`config.mk`:
```
export PLATFORM = sky130hd
export DESIGN_NAME = timer_sched
export DESIGN_NICKNAME = d
export VERILOG_FILES = /design/src/rtl/timer_sched.sv
export SDC_FILE = /design/constraint.sdc
export NUM_CORES = 1
export LEC_CHECK = 0
export ABC_AREA = 1
export BUFFER_PORTS_ARGS = -buffer_cell sky130_fd_sc_hd__buf_2
export CORE_AREA = 5 5 205 207
export DETAILED_ROUTE_END_ITERATION = 7
export DIE_AREA = 0 0 210 212
export GPL_TIMING_DRIVEN = 0
export SKIP_LAST_GASP = 1
export SYNTH_ARGS = -nofsm -noshare
export SYNTH_HDL_FRONTEND = slang
export SYNTH_SLANG_ARGS = --single-unit
```
`constraint.sdc`:
```
create_clock -name clock -period 4.12 [get_ports clock]
set_input_delay 0.824 -clock clock [delete_from_list [all_inputs] [get_ports clock]]
set_output_delay 0.824 -clock clock [all_outputs]
set_load 0.01 [all_outputs]
```
`src/rtl/timer_sched.sv`:
```
// Round-robin multi-channel interval timer: latches expiries as pending events and presents one per irq/ack.
// Latency: expiry -> pending same edge -> irq next edge; irq is held until irq_ack, then low for at least one cycle.
module timer_sched #(
  parameter int BITS     = 32,
  parameter int CHANNELS = 4,
  parameter int CHAN_W   = 2
) (
  input  logic                clock,
  input  logic                reset,
  input  logic                cfg_we,
  input  logic [CHAN_W-1:0]   cfg_chan,
  input  logic [BITS-1:0]     cfg_period,
  input  logic                cfg_enable,
  input  logic                cfg_periodic,
  output logic                irq,
  output logic [CHAN_W-1:0]   irq_chan,
  input  logic                irq_ack,
  output logic [CHANNELS-1:0] pending,
  output logic [CHANNELS-1:0] overrun,
  output logic [CHANNELS-1:0] active
);

  typedef enum logic {IDLE, PRESENT} state_t;
  state_t state, state_nxt;

  logic [BITS-1:0]     count  [CHANNELS];
  logic [BITS-1:0]     period [CHANNELS];
  logic [CHANNELS-1:0] periodic;
  logic [CHANNELS-1:0] wr_hit, expire, ack_clr;
  logic [CHAN_W-1:0]   rr_ptr, sel_chan;
  logic [CHAN_W:0]     idx;
  logic                sel_vld, ack_vld;

  assign ack_vld = (state == PRESENT) && irq_ack;

  // A config write to a channel suppresses that channel's expiry in the same cycle.
  always_comb begin
    for (int c = 0; c < CHANNELS; c++) begin
      wr_hit[c]  = cfg_we && (cfg_chan == CHAN_W'(c));
      expire[c]  = active[c] && (count[c] == period[c]) && !wr_hit[c];
      ack_clr[c] = ack_vld && (irq_chan == CHAN_W'(c));
    end
  end

  always_ff @(posedge clock) begin
    if (reset) begin
      for (int c = 0; c < CHANNELS; c++) begin
        count[c]  <= '0;
        period[c] <= '0;
      end
      active   <= '0;
      periodic <= '0;
      pending  <= '0;
      overrun  <= '0;
    end else begin
      for (int c = 0; c < CHANNELS; c++) begin
        if (wr_hit[c]) begin
          count[c]    <= '0;
          period[c]   <= cfg_period;
          active[c]   <= cfg_enable;
          periodic[c] <= cfg_periodic;
        end else if (active[c]) begin
          if (count[c] == period[c]) begin
            count[c] <= '0;
            if (!periodic[c]) active[c] <= 1'b0;
          end else begin
            count[c] <= count[c] + 1'b1;
          end
        end
        // A new expiry beats a same-cycle ack; overrun only marks events that are actually lost.
        pending[c] <= expire[c] | (pending[c] & ~ack_clr[c]);
        if (wr_hit[c])
          overrun[c] <= 1'b0;
        else if (expire[c] && pending[c] && !ack_clr[c])
          overrun[c] <= 1'b1;
      end
    end
  end

  // First pending channel at or after rr_ptr, wrapping modulo CHANNELS.
  always_comb begin
    sel_vld  = 1'b0;
    sel_chan = '0;
    idx      = '0;
    for (int i = 0; i < CHANNELS; i++) begin
      idx = {1'b0, rr_ptr} + (CHAN_W+1)'(i);
      if (idx >= (CHAN_W+1)'(CHANNELS)) idx = idx - (CHAN_W+1)'(CHANNELS);
      if (!sel_vld && pending[idx[CHAN_W-1:0]]) begin
        sel_vld  = 1'b1;
        sel_chan = idx[CHAN_W-1:0];
      end
    end
  end

  always_ff @(posedge clock) begin
    if (reset) begin
      state    <= IDLE;
      irq_chan <= '0;
      rr_ptr   <= '0;
    end else begin
      state <= state_nxt;
      if (state == IDLE && sel_vld) irq_chan <= sel_chan;
      if (ack_vld) rr_ptr <= (irq_chan == CHAN_W'(CHANNELS-1)) ? '0 : irq_chan + 1'b1;
    end
  end

  always_comb begin
    state_nxt = state;
    case (state)
      IDLE:    if (sel_vld) state_nxt = PRESENT;
      PRESENT: if (irq_ack) state_nxt = IDLE;
      default: state_nxt = IDLE;
    endcase
  end

  always_comb begin
    irq = (state == PRESENT);
  end

endmodule

```
# After elaboration in Yosys (flattened, before gate mapping)
# Memory sizes are Yosys's and may differ from the RTL's.
# Index checks and enable logic that the tools add are counted.
dict set report word_totals {
  mem_count 2
  elab_cells 230
  out_inout_bits 15
  inputBits 40
  mem_bits_rw 256
  reg_bits 21
}
dict set report op_classes {
  n_bitwise 29
  n_eq_ne 10
  muxes 110
  add_sub_neg 12
  order_cmp 8
  n_reduce_logical 46
}
# memory words width rd rd_ports_with_merged_regs write_ports line
set mem_list {}
lappend mem_list {count 4 32 4 0 4 26} ;# logic [BITS-1:0] count [CHANNELS];
lappend mem_list {period 4 32 4 0 4 27} ;# logic [BITS-1:0] period [CHANNELS];
# cell count
set op_table {}
lappend op_table {{32-bit two-way mux} 16}
lappend op_table {{32-bit by 1-bit adder with 32-bit output, second input constant} 4}
lappend op_table {{32-bit equality test} 4}
lappend op_table {{1-bit two-way mux} 80}
lappend op_table {{1-bit logical AND} 29}
lappend op_table {{1-bit bitwise OR} 20}
lappend op_table {{2-bit two-way mux} 9}
lappend op_table {{2-bit by 3-bit less-than comparator with 1-bit output, second input constant} 4}
lappend op_table {{1-bit zero test} 11}
lappend op_table {{3-bit greater-or-equal comparator, second input constant} 3}
lappend op_table {{1-bit binary-select mux with 2-bit select} 4}
lappend op_table {{2-bit equality test, second input constant} 4}
lappend op_table {{2-bit OR reduction} 4}
lappend op_table {{2-bit by 1-bit subtractor with 2-bit output, second input constant} 4}
lappend op_table {{2-bit by 2-bit adder with 3-bit output, second input constant} 2}
lappend op_table {{1-bit NOT} 5}
lappend op_table {{1-bit AND} 4}
lappend op_table {{2-bit by 1-bit equality test with 1-bit output, second input constant} 2}
lappend op_table {{2-bit zero test} 2}
lappend op_table {{2-bit by 1-bit adder with 3-bit output, second input constant} 1}
lappend op_table {{2-bit by 3-bit greater-or-equal comparator with 1-bit output, second input constant} 1}
lappend op_table {{2-bit by 1-bit adder with 2-bit output, second input constant} 1}
lappend op_table {{1-bit case mux with 2 select lines} 1}

# Logic depth before layout (Yosys ltp)
dict set report depth {
  ltp_word 16
  ltp_mapped 12
  ltp_nobuf 11
}

# Worst setup path before layout
# OpenSTA, ideal clock, no wires.
dict set report synth_timing {
  kind {input to register}
  from {in reset}
  to {mem count[2][0] (enable)}
  t_required_ps 3731
  path_stages 6
  path_slack_ps 821
  t_arrival_ps 2909
  path_cell_list {clkbuf_1 > inv_1 > buf_2 > nand2_1 > inv_1 > nand2_1}
}
# item line
set synth_rtl {}
lappend synth_rtl {{start: declaration} 9} ;# input logic reset,
lappend synth_rtl {{end: declaration} 26}

==> summary.md <==
| Metric | Value |
|---|---|
| Status | `finished clean` |
| Worst relative slew slack | `21.33%` |
| Hold Fails Final Rpt | `0` |
| Critical path fanouts, max | `35` |
| Cells after Synth | `2003` |
| Number of core rows | `74` |
| Post-synth top flop | `edfxtp_1` |
| Slew Limit Fails | `0` |
| Required @ worst endpoint | `4.32 ns` |
| Final setup margin | `1.251 ns` |
| Total GRT Usage | `20.65%` |
| Post-CTS setup buffer count | `0` |
| Drt first pass iters | `6` |
| Placement Setup Slack | `between 0.15 and 0.2 ns` |
| EDFF count, synth | `256` |
| Vias per cell | `5.030` |
| Die X-Extent | `210 um` |
| Port Buffer Count | `52` |
| Average cell area after synthesis | `just under 8 um2` |
| Synth Area in Adders | `0.6336%` |
| Unrepaired setup endpoints after global routing | `false` |
| Main combinational cell family by area after synthesis | `simple AND/OR/NAND/NOR gates` |
| Crit path max-delay family | `simple AND/OR/NAND/NOR gates` |
| DR iter-0 viols | `1201` |
| Worst-Margin Slew | `1.179 ns` |
| Kind of critical path | `input pin to flip-flop` |
| Clk buf depth | `3` |
| DR vias | `about 13000` |
| Worst Path Buf+Inv | `4` |
| CTS resizes | `0` |
| Overflow after GRT | `0` |
| Pwr Total | `between 6 and 7 mW` |
| Initial antenna violation count | `3` |
| Starting Density | `39.31%` |
| Routed len/inst | `17.64 um` |
| Cell variety after synth | `39` |
| Diodes inserted | `0` |
| Post-Synthesis Cell Area | `0.01580 mm2` |
| Vias in the first global route | `12535` |
| CP Launch Type | `input pin` |
| Max-cap check violation count | `0` |
| Pwr Density | `382.4 mW/mm2` |
| Part of the cycle the worst path needs | `69.64%` |
| GPL Wtd Cong | `0.9649` |
| Crit path time final | `roughly 2.9 ns` |
| Final setup viols | `0` |
| Total routed wirelength | `approximately 47 mm` |
| Mux share of post-synthesis cell area | `0%` |
| Sequential share of the synthesized area | `approximately 50%` |
| Worst-skew pair later-pin latency | `0.57 ns` |
| Remaining routing DRC violations | `0` |
| Post-route ant nets | `0` |
| First-pass GRT wire length | `71.54 mm` |
| Clock Skew | `around 0.0099 ns` |
| Clock Sinks | `approximately 280` |
| Fraction of registers with async set/reset | `0%` |
| Post-Synth XOR/XNOR Area | `4.103%` |
| Setup TNS | `0 ns` |
| Compound-cell area share of the yosys netlist | `4.063%` |
| Critical Path AT | `3.07 ns` |
| Num CTS Buffers | `31` |
| Core area | `about 0.04 mm2` |
| Final nets | `2138` |
| HP Class | `flip-flop to flip-flop` |
| CTS HTree Levels | `1` |
| Fill cell count | `4114` |
| DIE HEIGHT | `212 um` |
| Simple-gate area share of the yosys netlist | `31.25%` |
| Ys Warns | `0` |
| Syn-to-layout area delta | `12.71%` |
| Cells after DPL | `2588` |
| Worst-path clk slew | `0.06 ns` |
| Peak supply drop | `between 0.0003 and 0.0004 V` |
| CTS hold repair buffers | `0` |
| CTS root buf | `clkbuf_16` |
| CTS tree | `built` |
| Crit. End Element | `flip-flop` |
| CP Cell Sequence | `clkbuf_1 > inv_1 > buf_2 > nand2_2 > inv_1 > nand2_2` |
| Achievable Freq | `348.5 MHz` |
| HPWL after DPL | `roughly 35 mm` |
| Largest net degree at the start of global routing | `36` |
| Layout cells sized above 1 | `7.805%` |
| Mapped Nets | `2051` |
| Lkg Pwr | `7.223 nW` |
| Finished Layout Cells | `2646` |
| Slowest CP cell | `nand2_2` |
| Io pins | `55` |
| CP max stage delay | `0.70 ns` |
| Synthesis-stage register bit count | `277` |
| Die Area | `~0.045 mm2` |
## cells by family (layout without fill, tap and decap cells)
| logic type | Yosys count | after routing |
|---|---|---|
| compound gates | 125 | 125 |
| xor+xnor | 74 | 74 |
| simple gates | 1167 | 1167 |
| buf+inv | 352 | 463 |
| flops | 277 | 277 |
| fa+ha+maj | 8 | 8 |
## worst reg2reg max path, stage by stage (launching register included)
cell,delay [ns]
edfxtp_1,0.48
inv_1,0.18
nand2_1,0.07
nand2_1,0.06
nand2_1,0.05
nor2_1,0.12
nand2_1,0.08
nor2_1,0.33
nand2_1,0.10
nand2_1,0.23
buf_2,0.34
a21oi_1,0.08
## path summary, 6_finish.rpt
path | start | end | slack (ns) | depth (start not counted)
hold reg to reg | overrun[0] | overrun[0] | 0.46 | 2
setup / recovery | reset | count[2][25] | 1.25 | 6
hold / removal | overrun[0] | overrun[0] | 0.46 | 2
setup reg to reg | count[2][8] | count[2][23] | 1.75 | 11
## sequential cells by signal (all words and copies together) (netlist names)
| signal | count |
|---|---|
| irq_chan | 2 |
| rr_ptr | 2 |
| periodic | 4 |
| overrun | 4 |
| pending | 4 |
| count | 128 |
| active | 4 |
| irq | 1 |
| period | 128 |
## metal layers
| layer | global-route usage (%) | vias to the layer above | part of all wire [%] |
|---|---|---|---|
| li1 | - | 6580 | - |
| met1 | 28.81 | 6227 | 45 |
| met2 | 33.74 | 389 | 46 |
| met3 | 2.494 | 108 | 4.9 |
| met4 | 6.908 | 6 | 4.0 |
| met5 | 0 | - | 0.088 |
## synthesized netlist by cell type, types with 10 or more instances
cell type / instances / area, um2
or2_2: 10 / 62.56
nand3_1: 81 / 405.4
clkbuf_1: 13 / 48.80
nand4_1: 44 / 275.3
dfxtp_1: 21 / 420.4
nor2_1: 315 / 1182
nor3_1: 67 / 335.3
xnor2_1: 44 / 385.4
inv_1: 320 / 1201
o21ai_0: 28 / 140.1
nand2_1: 596 / 2237
a21oi_1: 89 / 445.4
xor2_1: 30 / 262.8
edfxtp_1: 256 / 7687
## report_power, final
group | switching, mW | total [mW] | leakage (nW) | internal (mW)
Combinational | 0.377 | 0.553 | 3.96 | 0.176
Clock | 1.18 | 2.81 | 0.486 | 1.63
Sequential | 0.185 | 3.45 | 2.78 | 3.26
## stage by stage
step	instance area, um2	utilization (%)	hold slack [ns]
global placement	16720	41.62	0.4428
finish	17810	44.31	0.4563
detailed placement	16760	41.71	0.4460
global route	17810	44.31	0.4888
CTS	17780	44.24	0.4566
floorplan	15800	-	0.4286
## cells in the final DEF (no fill, tap or decap), types with 9 or more instances in the layout
cell type,n
nor3_1,67
dfxtp_1,21
xor2_1,30
inv_1,320
or2_2,10
nand3_1,81
clkbuf_16,31
nand2_1,591
o21ai_0,28
buf_2,59
xnor2_1,44
edfxtp_1,256
clkbuf_1,16
nor2_1,315
nand2_2,9
a21oi_1,89
nand4_1,44
## final cells by class
cell class	count	area, um2	share of cell area (%)
buffer	31	158.9	0.8924
clock buffer	34	787.0	4.420
clock inverter	23	227.7	1.279
inverter	321	1205	6.767
multi-input combinational	1374	6339	35.60
sequential	277	8108	45.53
tap	532	665.6	3.738
timing repair buffer	54	315.3	1.771
No activity file was read; power rests on OpenSTA's default activity.
